### config.mk
export PLATFORM = sky130hd
export DESIGN_NAME = grid_cursor_controller
export DESIGN_NICKNAME = d
export VERILOG_FILES = /design/src/rtl/grid_cursor_controller.sv
export SDC_FILE = /design/constraint.sdc
export NUM_CORES = 1
export LEC_CHECK = 0
export BUFFER_PORTS_ARGS = -buffer_cell sky130_fd_sc_hd__buf_2
export CAP_MARGIN = 30
export CORE_MARGIN = 2
export CORE_UTILIZATION = 56
export DETAILED_ROUTE_END_ITERATION = 7
export GPL_ROUTABILITY_DRIVEN = 0
export MAX_ROUTING_LAYER = met4
export PLACE_DENSITY = 0.8
export SLEW_MARGIN = 25
export SYNTH_ARGS = -nofsm -noshare
export SYNTH_HDL_FRONTEND = slang
export SYNTH_SLANG_ARGS = --single-unit
### constraint.sdc
create_clock -name clk -period 5.3 [get_ports clk]
set_input_delay 0 -clock clk [delete_from_list [all_inputs] [get_ports clk]]
set_output_delay 0 -clock clk [all_outputs]
set_load 0.02 [all_outputs]
### src/rtl/grid_cursor_controller.sv
// grid_cursor_controller
//   Keeps a cursor sprite on a GRID_W x GRID_H tile grid. Buttons step the
//   cursor with a press / hold / auto-repeat timing scheme, and the position
//   wraps at the grid edges. The sprite is composited over the caller's
//   background through a two-stage pixel pipeline that runs alongside a
//   synchronous sprite ROM.
//   Optional feature: define CURSOR_BLINK_EN to make the cursor blink while
//   it is idle.
module grid_cursor_controller #(
  parameter int          GRID_W       = 16,
  parameter int          GRID_H       = 16,
  parameter int          TILE         = 30,
  parameter int          H_ORIGIN     = 144,
  parameter int          V_ORIGIN     = 35,
  parameter logic [11:0] KEY          = 12'hF00,
  parameter int          REPEAT_DELAY = 20,
  parameter int          REPEAT_RATE  = 5,
  parameter int          BLINK_TICKS  = 15
) (
  input  logic                      clk,
  input  logic                      rst,
  input  logic                      move_tick,
  input  logic                      up,
  input  logic                      down,
  input  logic                      left,
  input  logic                      right,
  input  logic                      bright,
  input  logic [9:0]                hCount,
  input  logic [9:0]                vCount,
  input  logic [11:0]               bg_color,
  output logic [$clog2(TILE)-1:0]   rom_row,
  output logic [$clog2(TILE)-1:0]   rom_col,
  input  logic [11:0]               rom_data,
  output logic [$clog2(GRID_W)-1:0] cur_col,
  output logic [$clog2(GRID_H)-1:0] cur_row,
  output logic [11:0]               rgb
);

  localparam int CW   = $clog2(GRID_W);
  localparam int RW   = $clog2(GRID_H);
  localparam int TW   = $clog2(TILE);
  localparam int RMAX = (REPEAT_DELAY > REPEAT_RATE) ? REPEAT_DELAY : REPEAT_RATE;
  localparam int NW   = $clog2(RMAX + 1);

  localparam logic [NW-1:0] DLY_LOAD  = NW'(REPEAT_DELAY - 1);
  localparam logic [NW-1:0] RATE_LOAD = NW'(REPEAT_RATE - 1);

  typedef enum logic [2:0] {D_NONE, D_RIGHT, D_LEFT, D_UP, D_DOWN} dir_t;
  typedef enum logic [1:0] {S_IDLE, S_HOLD, S_REPEAT} state_t;

  dir_t          dir, last_dir, last_dir_n;
  state_t        state, state_n;
  logic [NW-1:0] cnt, cnt_n;
  logic          step;
  logic          show;

  // Highest-priority pressed button wins: right > left > up > down.
  always_comb begin
    dir = D_NONE;
    if (right)      dir = D_RIGHT;
    else if (left)  dir = D_LEFT;
    else if (up)    dir = D_UP;
    else if (down)  dir = D_DOWN;
  end

  // FSM state, repeat counter and the direction the current hold started with.
  always_ff @(posedge clk or posedge rst) begin
    if (rst) begin
      state    <= S_IDLE;
      cnt      <= '0;
      last_dir <= D_NONE;
    end else begin
      state    <= state_n;
      cnt      <= cnt_n;
      last_dir <= last_dir_n;
    end
  end

  // Next-state logic; everything is frozen between move_ticks.
  always_comb begin
    state_n    = state;
    cnt_n      = cnt;
    last_dir_n = last_dir;
    step       = 1'b0;
    if (move_tick) begin
      case (state)
        S_IDLE: begin
          if (dir != D_NONE) begin
            step       = 1'b1;
            cnt_n      = DLY_LOAD;
            last_dir_n = dir;
            state_n    = S_HOLD;
          end
        end
        S_HOLD, S_REPEAT: begin
          if (dir == D_NONE) begin
            state_n = S_IDLE;
          end else if (dir != last_dir) begin
            // A new direction gets a fresh press: immediate step, full delay.
            step       = 1'b1;
            cnt_n      = DLY_LOAD;
            last_dir_n = dir;
            state_n    = S_HOLD;
          end else if (cnt == '0) begin
            step    = 1'b1;
            cnt_n   = RATE_LOAD;
            state_n = S_REPEAT;
          end else begin
            cnt_n = cnt - 1'b1;
          end
        end
        default: state_n = S_IDLE;
      endcase
    end
  end

  // Cursor position; wraps directly between the grid edges.
  always_ff @(posedge clk or posedge rst) begin
    if (rst) begin
      cur_col <= CW'(GRID_W / 2);
      cur_row <= RW'(GRID_H / 2);
    end else if (step) begin
      case (dir)
        D_RIGHT: cur_col <= (cur_col == CW'(GRID_W - 1)) ? '0 : cur_col + 1'b1;
        D_LEFT:  cur_col <= (cur_col == '0) ? CW'(GRID_W - 1) : cur_col - 1'b1;
        D_DOWN:  cur_row <= (cur_row == RW'(GRID_H - 1)) ? '0 : cur_row + 1'b1;
        D_UP:    cur_row <= (cur_row == '0) ? RW'(GRID_H - 1) : cur_row - 1'b1;
        default: ;
      endcase
    end
  end

`ifdef CURSOR_BLINK_EN
  localparam int BW = $clog2(BLINK_TICKS + 1);
  logic [BW-1:0] blink_cnt;

  // Blink phase: toggles every BLINK_TICKS ticks; any step makes it visible again.
  always_ff @(posedge clk or posedge rst) begin
    if (rst) begin
      blink_cnt <= '0;
      show      <= 1'b1;
    end else if (move_tick) begin
      if (step) begin
        blink_cnt <= '0;
        show      <= 1'b1;
      end else if (blink_cnt == BW'(BLINK_TICKS - 1)) begin
        blink_cnt <= '0;
        show      <= ~show;
      end else begin
        blink_cnt <= blink_cnt + 1'b1;
      end
    end
  end
`else
  assign show = 1'b1;
`endif

  // Sprite window for the current pixel (11-bit so the far edge cannot overflow).
  logic [10:0] x0, y0, hc, vc;
  logic        in_spr;

  always_comb begin
    hc      = {1'b0, hCount};
    vc      = {1'b0, vCount};
    x0      = 11'(H_ORIGIN) + 11'(cur_col) * 11'(TILE);
    y0      = 11'(V_ORIGIN) + 11'(cur_row) * 11'(TILE);
    in_spr  = (hc >= x0) && (hc <= x0 + 11'(TILE - 1)) &&
              (vc >= y0) && (vc <= y0 + 11'(TILE - 1));
    rom_col = in_spr ? TW'(hc - x0) : '0;
    rom_row = in_spr ? TW'(vc - y0) : '0;
  end

  // Stage 1: hold pixel context while the ROM read is in flight.
  logic        in_spr_d, bright_d;
  logic [11:0] bg_d;

  always_ff @(posedge clk or posedge rst) begin
    if (rst) begin
      in_spr_d <= 1'b0;
      bright_d <= 1'b0;
      bg_d     <= '0;
    end else begin
      in_spr_d <= in_spr;
      bright_d <= bright;
      bg_d     <= bg_color;
    end
  end

  // Stage 2: blank outside the visible area, key out transparent sprite pixels.
  always_ff @(posedge clk or posedge rst) begin
    if (rst)
      rgb <= '0;
    else if (!bright_d)
      rgb <= '0;
    else if (in_spr_d && show && rom_data != KEY)
      rgb <= rom_data;
    else
      rgb <= bg_d;
  end

endmodule

* After elaboration in Yosys (flattened, before gate mapping)
Cells that the tools add are included.
** Word-level totals
- Bits of input ports :: 52
- Latch bits :: 0
- Memory bits (writable) :: 0
- Memories :: 0
- Memory bits (read-only) :: 0
- Register bits :: 44
** Operators by class
- Bitwise logic cells :: 0
- Reduce and logical (&&, ||, !) cells :: 19
- Multiply operators :: 2
- Shift operators :: 0
- Div/mod/pow operators :: 0
- Order comparisons :: 4
- Add/sub/neg operators :: 11
- Eq/ne operators :: 14
- Multiplexer cells :: 34
** Operators by type and width (number)
- 2-to-1 mux 5 bit :: 6
- 2-to-1 mux 12 bit :: 2
- adder 10 x 5 -> 11 bit, second input constant :: 2
- <= comparator 10 x 11 -> 1 bit :: 2
- 2-to-1 mux 3 bit :: 7
- greater-or-equal comparator 10 bit :: 2
- multiplier 4 x 4 -> 8 bit, second input constant :: 2
- 2-to-1 mux 4 bit :: 4
- case mux 4 bit (2 select lines) :: 2
- != test 12 bit, second input constant :: 1
- adder 6 x 9 -> 10 bit, first input constant :: 1
- adder 8 x 9 -> 10 bit, first input constant :: 1
- case mux 5 bit (2 select lines) :: 1
- subtractor 5 bit :: 2
- adder 4 x 1 -> 4 bit, second input constant :: 2
- == test 4 bit, second input constant :: 2
- logical NOT 4 bit :: 2
- 2-to-1 mux 2 bit :: 4
- subtractor 4 x 1 -> 4 bit, second input constant :: 2
- == test 3 x 2 -> 1 bit, second input constant :: 2
- != test 2 bit, second input constant :: 3
- case mux 3 bit (2 select lines) :: 1
- nonzero test 2 bit :: 3
- logical NOT 5 bit :: 1
- other kinds (19) :: 27

* Logic depth before layout (Yosys ltp)
Gate-level depths: netlist of the first run.
- Word-level depth :: 10
- Gate-level depth with buffers :: 20

* Worst setup path before layout of the first run
No wires, ideal clock.
- Path kind :: reg2out
- Start point :: register cur_col[2]
- End point :: output port rom_row[4]
- Arrival :: 4822 ps
- Buffers on the path :: 0
- Setup slack :: 478 ps
- Stages on the path, launching flop included :: 18
- Data required time :: 5300 ps
- Cell sequence :: dfrtp_1 fa_1 inv_1 fa_1 fa_1 xnor2_1 o211ai_1 o21ba_1 xnor2_1 inv_2 nor3_1 xnor2_1 ha_1 a211oi_1 o31ai_1 o221ai_1 nand4_1 nor4b_1
** Between the ends
- Cells in the longest elaborated chain, start to end :: 8
** RTL lines
- from (decl) :: line 34 : output logic [$clog2(GRID_W)-1:0] cur_col,
- from (signal assigned) :: line 120 : cur_col <= CW'(GRID_W / 2);
- from (signal assigned) :: line 124 : D_RIGHT: cur_col <= (cur_col == CW'(GRID_W - 1)) ? '0 : cur_col + 1'b1;
- from (signal assigned) :: line 125 : D_LEFT: cur_col <= (cur_col == '0) ? CW'(GRID_W - 1) : cur_col - 1'b1;
- multiplier 4 x 4 -> 8 bit * :: line 165 : x0 = 11'(H_ORIGIN) + 11'(cur_col) * 11'(TILE);
- adder 8 x 9 -> 10 bit * :: line 165
- adder 10 x 5 -> 11 bit :: line 167 : in_spr = (hc >= x0) && (hc <= x0 + 11'(TILE - 1)) &&
- <= comparator 10 x 11 -> 1 bit :: line 167
- logical AND 1 bit * (2 in a row) :: line 167
- logical AND 1 bit * :: line 168 : (vc >= y0) && (vc <= y0 + 11'(TILE - 1));
- 2-to-1 mux 5 bit * :: line 170 : rom_row = in_spr ? TW'(vc - y0) : '0;
- to (decl) :: line 31 : output logic [$clog2(TILE)-1:0] rom_row,
Every way passes the cells marked *; elsewhere a longest branch is shown, timed or not.

* Worst setup path after layout of the first run
- Start point :: register cur_row[0]
- End point :: output port rom_row[4]
** Between the ends
- Cells in the longest elaborated chain, start to end :: 6
** RTL lines
- from (decl) :: line 35 : output logic [$clog2(GRID_H)-1:0] cur_row,
- from (signal assigned) :: line 121 : cur_row <= RW'(GRID_H / 2);
- from (signal assigned) :: line 126 : D_DOWN: cur_row <= (cur_row == RW'(GRID_H - 1)) ? '0 : cur_row + 1'b1;
- from (signal assigned) :: line 127 : D_UP: cur_row <= (cur_row == '0) ? RW'(GRID_H - 1) : cur_row - 1'b1;
- multiplier 4 x 4 -> 8 bit * :: line 166 : y0 = 11'(V_ORIGIN) + 11'(cur_row) * 11'(TILE);
- adder 6 x 9 -> 10 bit * :: line 166
- adder 10 x 5 -> 11 bit / greater-or-equal comparator 10 bit (equally long branches) :: line 168
- <= comparator 10 x 11 -> 1 bit / logical AND 1 bit (equally long branches) :: line 168, 167
- logical AND 1 bit :: line 168
- 2-to-1 mux 5 bit * :: line 170
Marked as above.

==> results of run 1 <==
## timing repair
item                                   4_1_cts  5_1_grt
resized for setup                            0       17
endpoints found under the hold margin       63        0
hold buffers                                22        0
setup endpoints to repair                    0       10
setup buffers                                0        6
## routing by layer
metal / part of all wire, % / wire length (um) / vias to the layer above / GRT usage (%)
li1: - / - / 1933 / -
met1: 41 / 4700 / 1939 / 33.8
met2: 52 / 5970 / 145 / 47.7
met3: 4.1 / 462 / 27 / 3.09
met4: 2.2 / 254 / 0 / 9.56
met5: 0 / 0 / - / -
## state kept, by name (all words and copies together) (netlist names)
name,count
last_dir,3
rgb,12
cnt,5
cur_col,4
bright_d,1
cur_row,4
bg_d,12
state,2
in_spr_d,1
## path summary, 6_finish.rpt
path | to | slack [ns] | cells past startpoint
max in group asynchronous | cur_col[0] | 4.46 | 4
setup reg to reg | in_spr_d | 0.62 | 15
setup / recovery | rom_row[4] | 0.27 | 16
hold reg to reg | rgb[3] | 0.52 | 2
hold / removal | rgb[9] | 0.009 | 3
min in group asynchronous | bg_d[4] | 0.42 | 4
## synthesized netlist by cell type (3+ instances only)
| master | count |
|---|---|
| sky130_fd_sc_hd__a211oi_1 | 5 |
| sky130_fd_sc_hd__xor2_1 | 12 |
| sky130_fd_sc_hd__ha_1 | 78 |
| sky130_fd_sc_hd__nor2b_1 | 6 |
| sky130_fd_sc_hd__mux2i_1 | 5 |
| sky130_fd_sc_hd__o21a_1 | 4 |
| sky130_fd_sc_hd__o31ai_1 | 5 |
| sky130_fd_sc_hd__nand2b_1 | 8 |
| sky130_fd_sc_hd__a21boi_0 | 8 |
| sky130_fd_sc_hd__xnor2_1 | 25 |
| sky130_fd_sc_hd__nor3b_1 | 6 |
| sky130_fd_sc_hd__nor4b_1 | 3 |
| sky130_fd_sc_hd__o21bai_1 | 4 |
| sky130_fd_sc_hd__dfrtp_1 | 42 |
| sky130_fd_sc_hd__nand3_1 | 7 |
| sky130_fd_sc_hd__a31oi_1 | 4 |
| sky130_fd_sc_hd__a21o_1 | 3 |
| sky130_fd_sc_hd__fa_1 | 12 |
| sky130_fd_sc_hd__nand4_1 | 6 |
| sky130_fd_sc_hd__a21oi_1 | 24 |
| sky130_fd_sc_hd__clkbuf_1 | 4 |
| sky130_fd_sc_hd__nand2_1 | 49 |
| sky130_fd_sc_hd__nor3_1 | 16 |
| sky130_fd_sc_hd__buf_2 | 3 |
| sky130_fd_sc_hd__nor2_1 | 36 |
| sky130_fd_sc_hd__inv_1 | 48 |
| sky130_fd_sc_hd__o22ai_1 | 3 |
| sky130_fd_sc_hd__o21ai_0 | 19 |
## layout make-up
class / instances / area (sq um)
inverter: 49 / 184
clock buffer: 6 / 72.6
timing repair buffer: 113 / 701
fill: 593 / 2280
multi-input combinational: 390 / 3180
clock inverter: 2 / 35.0
sequential: 44 / 1110
tap: 102 / 128
## kinds of logic after synthesis
group	Yosys count	share of synthesized area [%]
simple gates	152	17.2
mux	7	1.64
buf+inv	57	5.00
compound gates	104	16.4
flops	44	24.9
fa+ha+maj	90	27.5
xor+xnor	37	7.32
## worst max-delay path, stage by stage, from the launching register on
cell                       delay (ns)
sky130_fd_sc_hd__dfrtp_2         0.51
sky130_fd_sc_hd__fa_1            0.59
sky130_fd_sc_hd__inv_1           0.06
sky130_fd_sc_hd__fa_1            0.49
sky130_fd_sc_hd__fa_1            0.57
sky130_fd_sc_hd__xor2_1          0.38
sky130_fd_sc_hd__nor3b_1         0.13
sky130_fd_sc_hd__or2_2           0.32
sky130_fd_sc_hd__nor2_1          0.14
sky130_fd_sc_hd__xnor2_1         0.11
sky130_fd_sc_hd__ha_1            0.28
sky130_fd_sc_hd__nand2_1         0.06
sky130_fd_sc_hd__a211o_1         0.26
sky130_fd_sc_hd__a221oi_1        0.36
sky130_fd_sc_hd__buf_4           0.24
sky130_fd_sc_hd__nor4b_1         0.06
sky130_fd_sc_hd__buf_2           0.17
## cell usage in the layout (no fill, tap or decap), types with 2 or more instances in the layout
master,count
sky130_fd_sc_hd__a211oi_1,4
sky130_fd_sc_hd__a211oi_2,2
sky130_fd_sc_hd__a21boi_0,8
sky130_fd_sc_hd__a21o_1,3
sky130_fd_sc_hd__a21oi_1,23
sky130_fd_sc_hd__a21oi_2,2
sky130_fd_sc_hd__a31oi_1,4
sky130_fd_sc_hd__buf_2,81
sky130_fd_sc_hd__buf_4,10
sky130_fd_sc_hd__clkbuf_8,5
sky130_fd_sc_hd__dfrtp_1,38
sky130_fd_sc_hd__dfrtp_2,4
sky130_fd_sc_hd__dfstp_2,2
sky130_fd_sc_hd__dlygate4sd3_1,22
sky130_fd_sc_hd__fa_1,11
sky130_fd_sc_hd__ha_1,77
sky130_fd_sc_hd__inv_1,48
sky130_fd_sc_hd__mux2_1,2
sky130_fd_sc_hd__mux2i_1,5
sky130_fd_sc_hd__nand2_1,49
sky130_fd_sc_hd__nand2b_1,8
sky130_fd_sc_hd__nand3_1,7
sky130_fd_sc_hd__nand4_1,6
sky130_fd_sc_hd__nor2_1,36
sky130_fd_sc_hd__nor2b_1,6
sky130_fd_sc_hd__nor3_1,16
sky130_fd_sc_hd__nor3b_1,6
sky130_fd_sc_hd__nor4b_1,3
sky130_fd_sc_hd__o211ai_1,2
sky130_fd_sc_hd__o21a_1,4
sky130_fd_sc_hd__o21ai_0,19
sky130_fd_sc_hd__o21bai_1,4
sky130_fd_sc_hd__o22ai_1,3
sky130_fd_sc_hd__o31ai_1,5
sky130_fd_sc_hd__o41ai_2,2
sky130_fd_sc_hd__or3_1,2
sky130_fd_sc_hd__xnor2_1,20
sky130_fd_sc_hd__xnor2_2,5
sky130_fd_sc_hd__xor2_1,9
sky130_fd_sc_hd__xor2_2,3
## metrics by stage
step                      utilization [%]  hold slack [ns]  std cells
after detailed placement             64.4            0.110        670
after CTS                            68.7          0.00380        700
after global placement               64.4            0.108        670
after floorplan                         -           0.0314        491
after global routing                 70.3           0.0179        706
final                                70.3          0.00939        706
==> impl_results.rst, run 1 <==
.. list-table::
   :header-rows: 1

   * - Metric
     - Value
   * - Type of the most critical hold path
     - in -> reg
   * - Total via count after detailed routing
     - 4044
   * - Post-route worst setup slack
     - 0.269 ns
   * - Number of max-capacitance violations reported
     - 0
   * - Layout cells sized above 1
     - 21.4%
   * - Maximum number of pins on one net before global-route repair
     - 45
   * - Starting DRT DRC Count
     - 203
   * - Layout overhead on the synthesized area
     - 22.1%
   * - Inserted Clock Buffers
     - 5
   * - Width of the die
     - 92.9 um
   * - Synth async-reset ratio
     - 100%
   * - Initial DRT Pass Iterations
     - 5
   * - Post-Place Setup Slack
     - 0.372 ns
   * - Total count of hold-check failures in the final report
     - 0
   * - Remaining routing DRC violations
     - 0
   * - Number of enable flip-flop cells after synthesis
     - 0
   * - Fraction of the yosys area taken by sequential cells
     - 24.9%
   * - Max-slew headroom at the worst pin
     - 42.3%
   * - Synthesized area per cell
     - 9.02 sq um
   * - Final total negative setup slack
     - 0 ns
   * - Flops & latches, synth
     - 44
   * - Antenna diode count
     - 0
   * - Detailed-placement wirelength estimate
     - 8210 um
   * - Clock Latency Late Sink
     - 0.31 ns
   * - Data required, critical path
     - 5.30 ns
   * - Number of clock sinks seen by CTS
     - 44
   * - Final Net Count
     - 745
   * - CP Launch Point
     - cur_row[0]
   * - Initial Utilization
     - 57.6%
   * - Number of input and output port buffers inserted
     - 81
   * - Maximum clock skew at final layout
     - 0.0128 ns
   * - Biggest area contributors in the synthesized netlist
     - sky130_fd_sc_hd__dfrtp_1 24%, sky130_fd_sc_hd__ha_1 22%, sky130_fd_sc_hd__fa_1 5.4%
   * - Number of endpoints failing setup at the final stage
     - 0
   * - Unique cell type count in the Yosys netlist
     - 68
   * - Top-area cell type share of the netlist area
     - 23.7%
   * - Antenna violations before repair
     - 0
   * - Post-route standard cell area excluding fillers
     - 5410 sq um
   * - Clock root cell
     - sky130_fd_sc_hd__clkbuf_8
   * - Largest area contributor in the netlist
     - sky130_fd_sc_hd__dfrtp_1
   * - Actual slew at the worst max-slew pin
     - 0.855 ns
   * - Netlist area before placement
     - 4430 sq um
   * - Final routed wire length divided by cell count
     - 16.1 um
   * - Most used flip-flop cell after synthesis
     - sky130_fd_sc_hd__dfrtp_1
   * - Startpoint of the tightest hold check path
     - rom_data[9]
   * - Overall track demand over capacity in global routing
     - 27.7%
   * - Max-slew violation total from the final report
     - 0
   * - Number of levels the H-tree was split into
     - 2
   * - Placed standard-cell area
     - 4950 sq um
   * - Core Area
     - 7690 sq um
   * - Setup repair after global routing missed its margin
     - false
   * - Wire length of the first global-routing pass
     - 18700 um
   * - Final cycle utilization of the critical path
     - 94.9%
   * - Number of nets with antenna violations after detailed routing
     - 0
   * - Sum of overflow across all layers after global routing
     - 0
   * - Maximum frequency from static timing analysis
     - 0.199 GHz
   * - Final Routed Wirelength
     - 11400 um
   * - CTS tree
     - yes
   * - Number of global-route vias before repair
     - 4040
   * - Post-synthesis cell count
     - 491
   * - I/O pin count
     - 82
   * - Count of standard-cell rows
     - 32
   * - Clock-pin slew of the registers on the worst-case setup and hold paths
     - 0.08 ns
   * - Via density per instance
     - 5.73
   * - Outcome
     - finished, final reports clean
   * - Worst Path Class, Setup
     - reg -> out
   * - Category of the worst setup path capture point
     - output port
   * - Die extent in y
     - 92.9 um
   * - Critical path data arrival time
     - 5.03 ns
   * - R2r startpoint
     - cur_row[0]
   * - Syn nets
     - 633
   * - Synthesis Warnings
     - 0
   * - CP Max Fanout
     - 12
   * - Post-layout min period
     - 5.03 ns
   * - Worst setup SP type
     - flop
   * - Overall die area
     - 8630 sq um
   * - Maximum clock path buffer count
     - 2
Power of run 1 is left out: the tool's default activity adds up to more than one toggle a clock period on the data nets, which glitch-free logic cannot reach.
==> run 2: changes to the inputs <==
Settings changed: CORE_UTILIZATION 56 to 30, PLACE_DENSITY 0.8 to unset.
==> run 2 against run 1 <==
Compared with the run above:
- cell area is 2.8% higher
- utilization is 32 points lower
- count of clock-buffer cells in the layout is 1 lower
- worst setup slack better by 0.012 ns
- global-route usage is 13 points lower
- non-clock buffer count is 1 higher
- via count is 3.6% lower
- hold slack worse by 0.0050 ns
- fmax is 0.24% higher
- sequential share of layout area is 0.62 points lower
==> impl_results.rst, run 2 (synthesis results as in run 1) <==
.. list-table::
   :header-rows: 1

   * - Metric
     - Value
   * - Cells along the critical path
     - fa_1 > inv_1 > fa_1 > inv_1 > ha_1 > a211oi_2 > nor2_1 > o21ba_2 > xnor2_2 > inv_2 > nor3_2 > xnor2_1 > ha_1 > a211oi_2 > o31ai_1 > o221ai_1 > nand4_1 > buf_4 > nor4b_1 > buf_2
   * - Biggest regs
     - bg_d (12), rgb (12), cnt (5)
   * - Final cycle utilization of the critical path
     - 94.7%
   * - Hold Path Stages
     - 3
   * - Type of the most critical hold path
     - in -> reg
   * - Maximum clock path buffer count
     - 2
   * - Post-route worst setup slack
     - 0.281 ns
   * - Actual slew at the worst max-slew pin
     - 0.632 ns
   * - Overall track demand over capacity in global routing
     - 14.9%
   * - Layout cells sized above 1
     - 21.0%
   * - Post-layout min period
     - 5.02 ns
   * - Category of the worst setup path capture point
     - output port
   * - Post-route standard cell area excluding fillers
     - 5560 sq um
   * - Antenna diode count
     - 0
   * - Worst r2r path cells
     - 20
   * - Number of levels the H-tree was split into
     - 2
   * - Width of the die
     - 125 um
   * - Number of global-route vias before repair
     - 4031
   * - Setup repair after global routing missed its margin
     - true
   * - Most frequent cells in the layout
     - 81 x sky130_fd_sc_hd__buf_2, 78 x sky130_fd_sc_hd__ha_1, 49 x sky130_fd_sc_hd__nand2_1, 48 x sky130_fd_sc_hd__inv_1, 41 x sky130_fd_sc_hd__dfrtp_1
   * - Area of the multi-input gates
     - 3160 sq um
   * - Sum of overflow across all layers after global routing
     - 0
   * - Fillers
     - 1448
   * - Remaining routing DRC violations
     - 0
   * - Number of max-capacitance violations reported
     - 0
   * - CTS tree
     - yes
   * - Worst Path Class, Setup
     - reg -> out
   * - Final Routed Wirelength
     - 11400 um
   * - Fraction of the core area covered by cells at the end of the flow
     - 38.4%
   * - Critical path data arrival time
     - 5.02 ns
   * - Initial DRT Pass Iterations
     - 4
   * - Number of input and output port buffers inserted
     - 81
   * - Detailed-placement wirelength estimate
     - 9030 um
   * - CP Max Fanout
     - 9
   * - Data required, critical path
     - 5.30 ns
   * - Outcome
     - finished, final reports clean
   * - Maximum frequency from static timing analysis
     - 0.199 GHz
   * - Total count of hold-check failures in the final report
     - 0
   * - Maximum number of pins on one net before global-route repair
     - 45
   * - Clock-pin slew of the registers on the worst-case setup and hold paths
     - 0.07 ns
   * - Total via count after detailed routing
     - 3899
   * - Starting DRT DRC Count
     - 229
   * - Maximum clock skew at final layout
     - 0.0106 ns
   * - Wire length of the first global-routing pass
     - 19300 um
   * - Antenna violations before repair
     - 0
   * - Core Area
     - 14500 sq um
   * - Clock Latency Late Sink
     - 0.28 ns
   * - Worst setup SP type
     - flop
   * - Final routed wire length divided by cell count
     - 14.4 um
   * - Most common library cell in the layout ignoring fill and taps
     - sky130_fd_sc_hd__buf_2
   * - Post-Place Setup Slack
     - 0.0641 ns
   * - Initial Utilization
     - 30.6%
   * - Number of nets with antenna violations after detailed routing
     - 0
   * - Die extent in y
     - 125 um
   * - Count of standard-cell rows
     - 44
   * - Max-slew violation total from the final report
     - 0
   * - WHS
     - 0.00439 ns
   * - Final Net Count
     - 746
   * - Number of clock sinks seen by CTS
     - 44
   * - CP max stage delay
     - 0.54 ns
   * - Clock root cell
     - sky130_fd_sc_hd__clkbuf_16
   * - Layout overhead on the synthesized area
     - 25.5%
   * - Number of endpoints failing setup at the final stage
     - 0
   * - Via density per instance
     - 4.94
   * - Area used by sequential logic in the layout
     - 1100 sq um
   * - Overall die area
     - 15700 sq um
   * - Inserted Clock Buffers
     - 5
   * - I/O pin count
     - 82
   * - Critical Path Slowest Stage Cell
     - sky130_fd_sc_hd__fa_1
   * - Placed standard-cell area
     - 5070 sq um
   * - Max-slew headroom at the worst pin
     - 57.5%
[run 2: changes by cell type in the layout (fill, tap and decap cells not counted), sizes merged]
cell,before,now
buf,91,93
clkbuf,6,5
clkinv,1,0
clkinvlp,0,1
dlygate4sd3,22,21
inv,49,50
[run 2: cell type report]
class | instances | area share (%)
multi-input cells | 390 | 56.9
flip-flops and latches | 44 | 19.9
inverters | 49 | 3.31
clock buffers | 5 | 2.25
clock inverters | 3 | 0.833
repair buffers | 114 | 12.7
well taps | 184 | 4.14
[run 2: path summary, 6_finish.rpt]
check | startpoint | to | slack (ns)
worst max-delay path | cur_col[1] | rom_row[4] | 0.28
worst min-delay path | rom_data[0] | rgb[0] | 0.004
worst max register to register | cur_col[1] | in_spr_d | 0.73
worst min register to register | cnt[4] | cnt[4] | 0.51
max in group asynchronous | rst | cur_col[1] | 4.47
min in group asynchronous | rst | rgb[2] | 0.42
[run 2: stage by stage]
stage,setup TNS [ns],cells
after floorplan,0,491
after global placement,0,754
after detailed placement,0,754
after CTS,0,786
after global routing,-0.0523,789
final,0,789
[run 2: layer usage]
metal | GRT usage (%) | up-vias | wire, um
met5 | - | - | 0
met4 | 3.07 | 0 | 104
met3 | 1.97 | 10 | 227
met2 | 25.9 | 59 | 5920
met1 | 18.6 | 1898 | 5130
li1 | - | 1932 | -
[run 2: repair_timing]
action | 4_1_cts | 5_1_grt
setup buffers | 3 | 3
hold endpoints to repair | 62 | 0
setup endpoints to repair | 10 | 10
resized for setup | 0 | 12
pin swaps | 1 | 3
hold buffers | 21 | 0
[run 2: critical path, delay by kind of cell (launching register included)]
family / cells / cell delay, ns
adder cells (fa/ha/maj): 4 / 1.61
flip-flops: 1 / 0.45
AND/OR/NAND/NOR: 4 / 0.68
XOR/XNOR: 2 / 0.38
AO/OA/AOI/OAI: 5 / 1.00
buffers and inverters: 5 / 0.62
Power of run 2 is left out for the same reason.
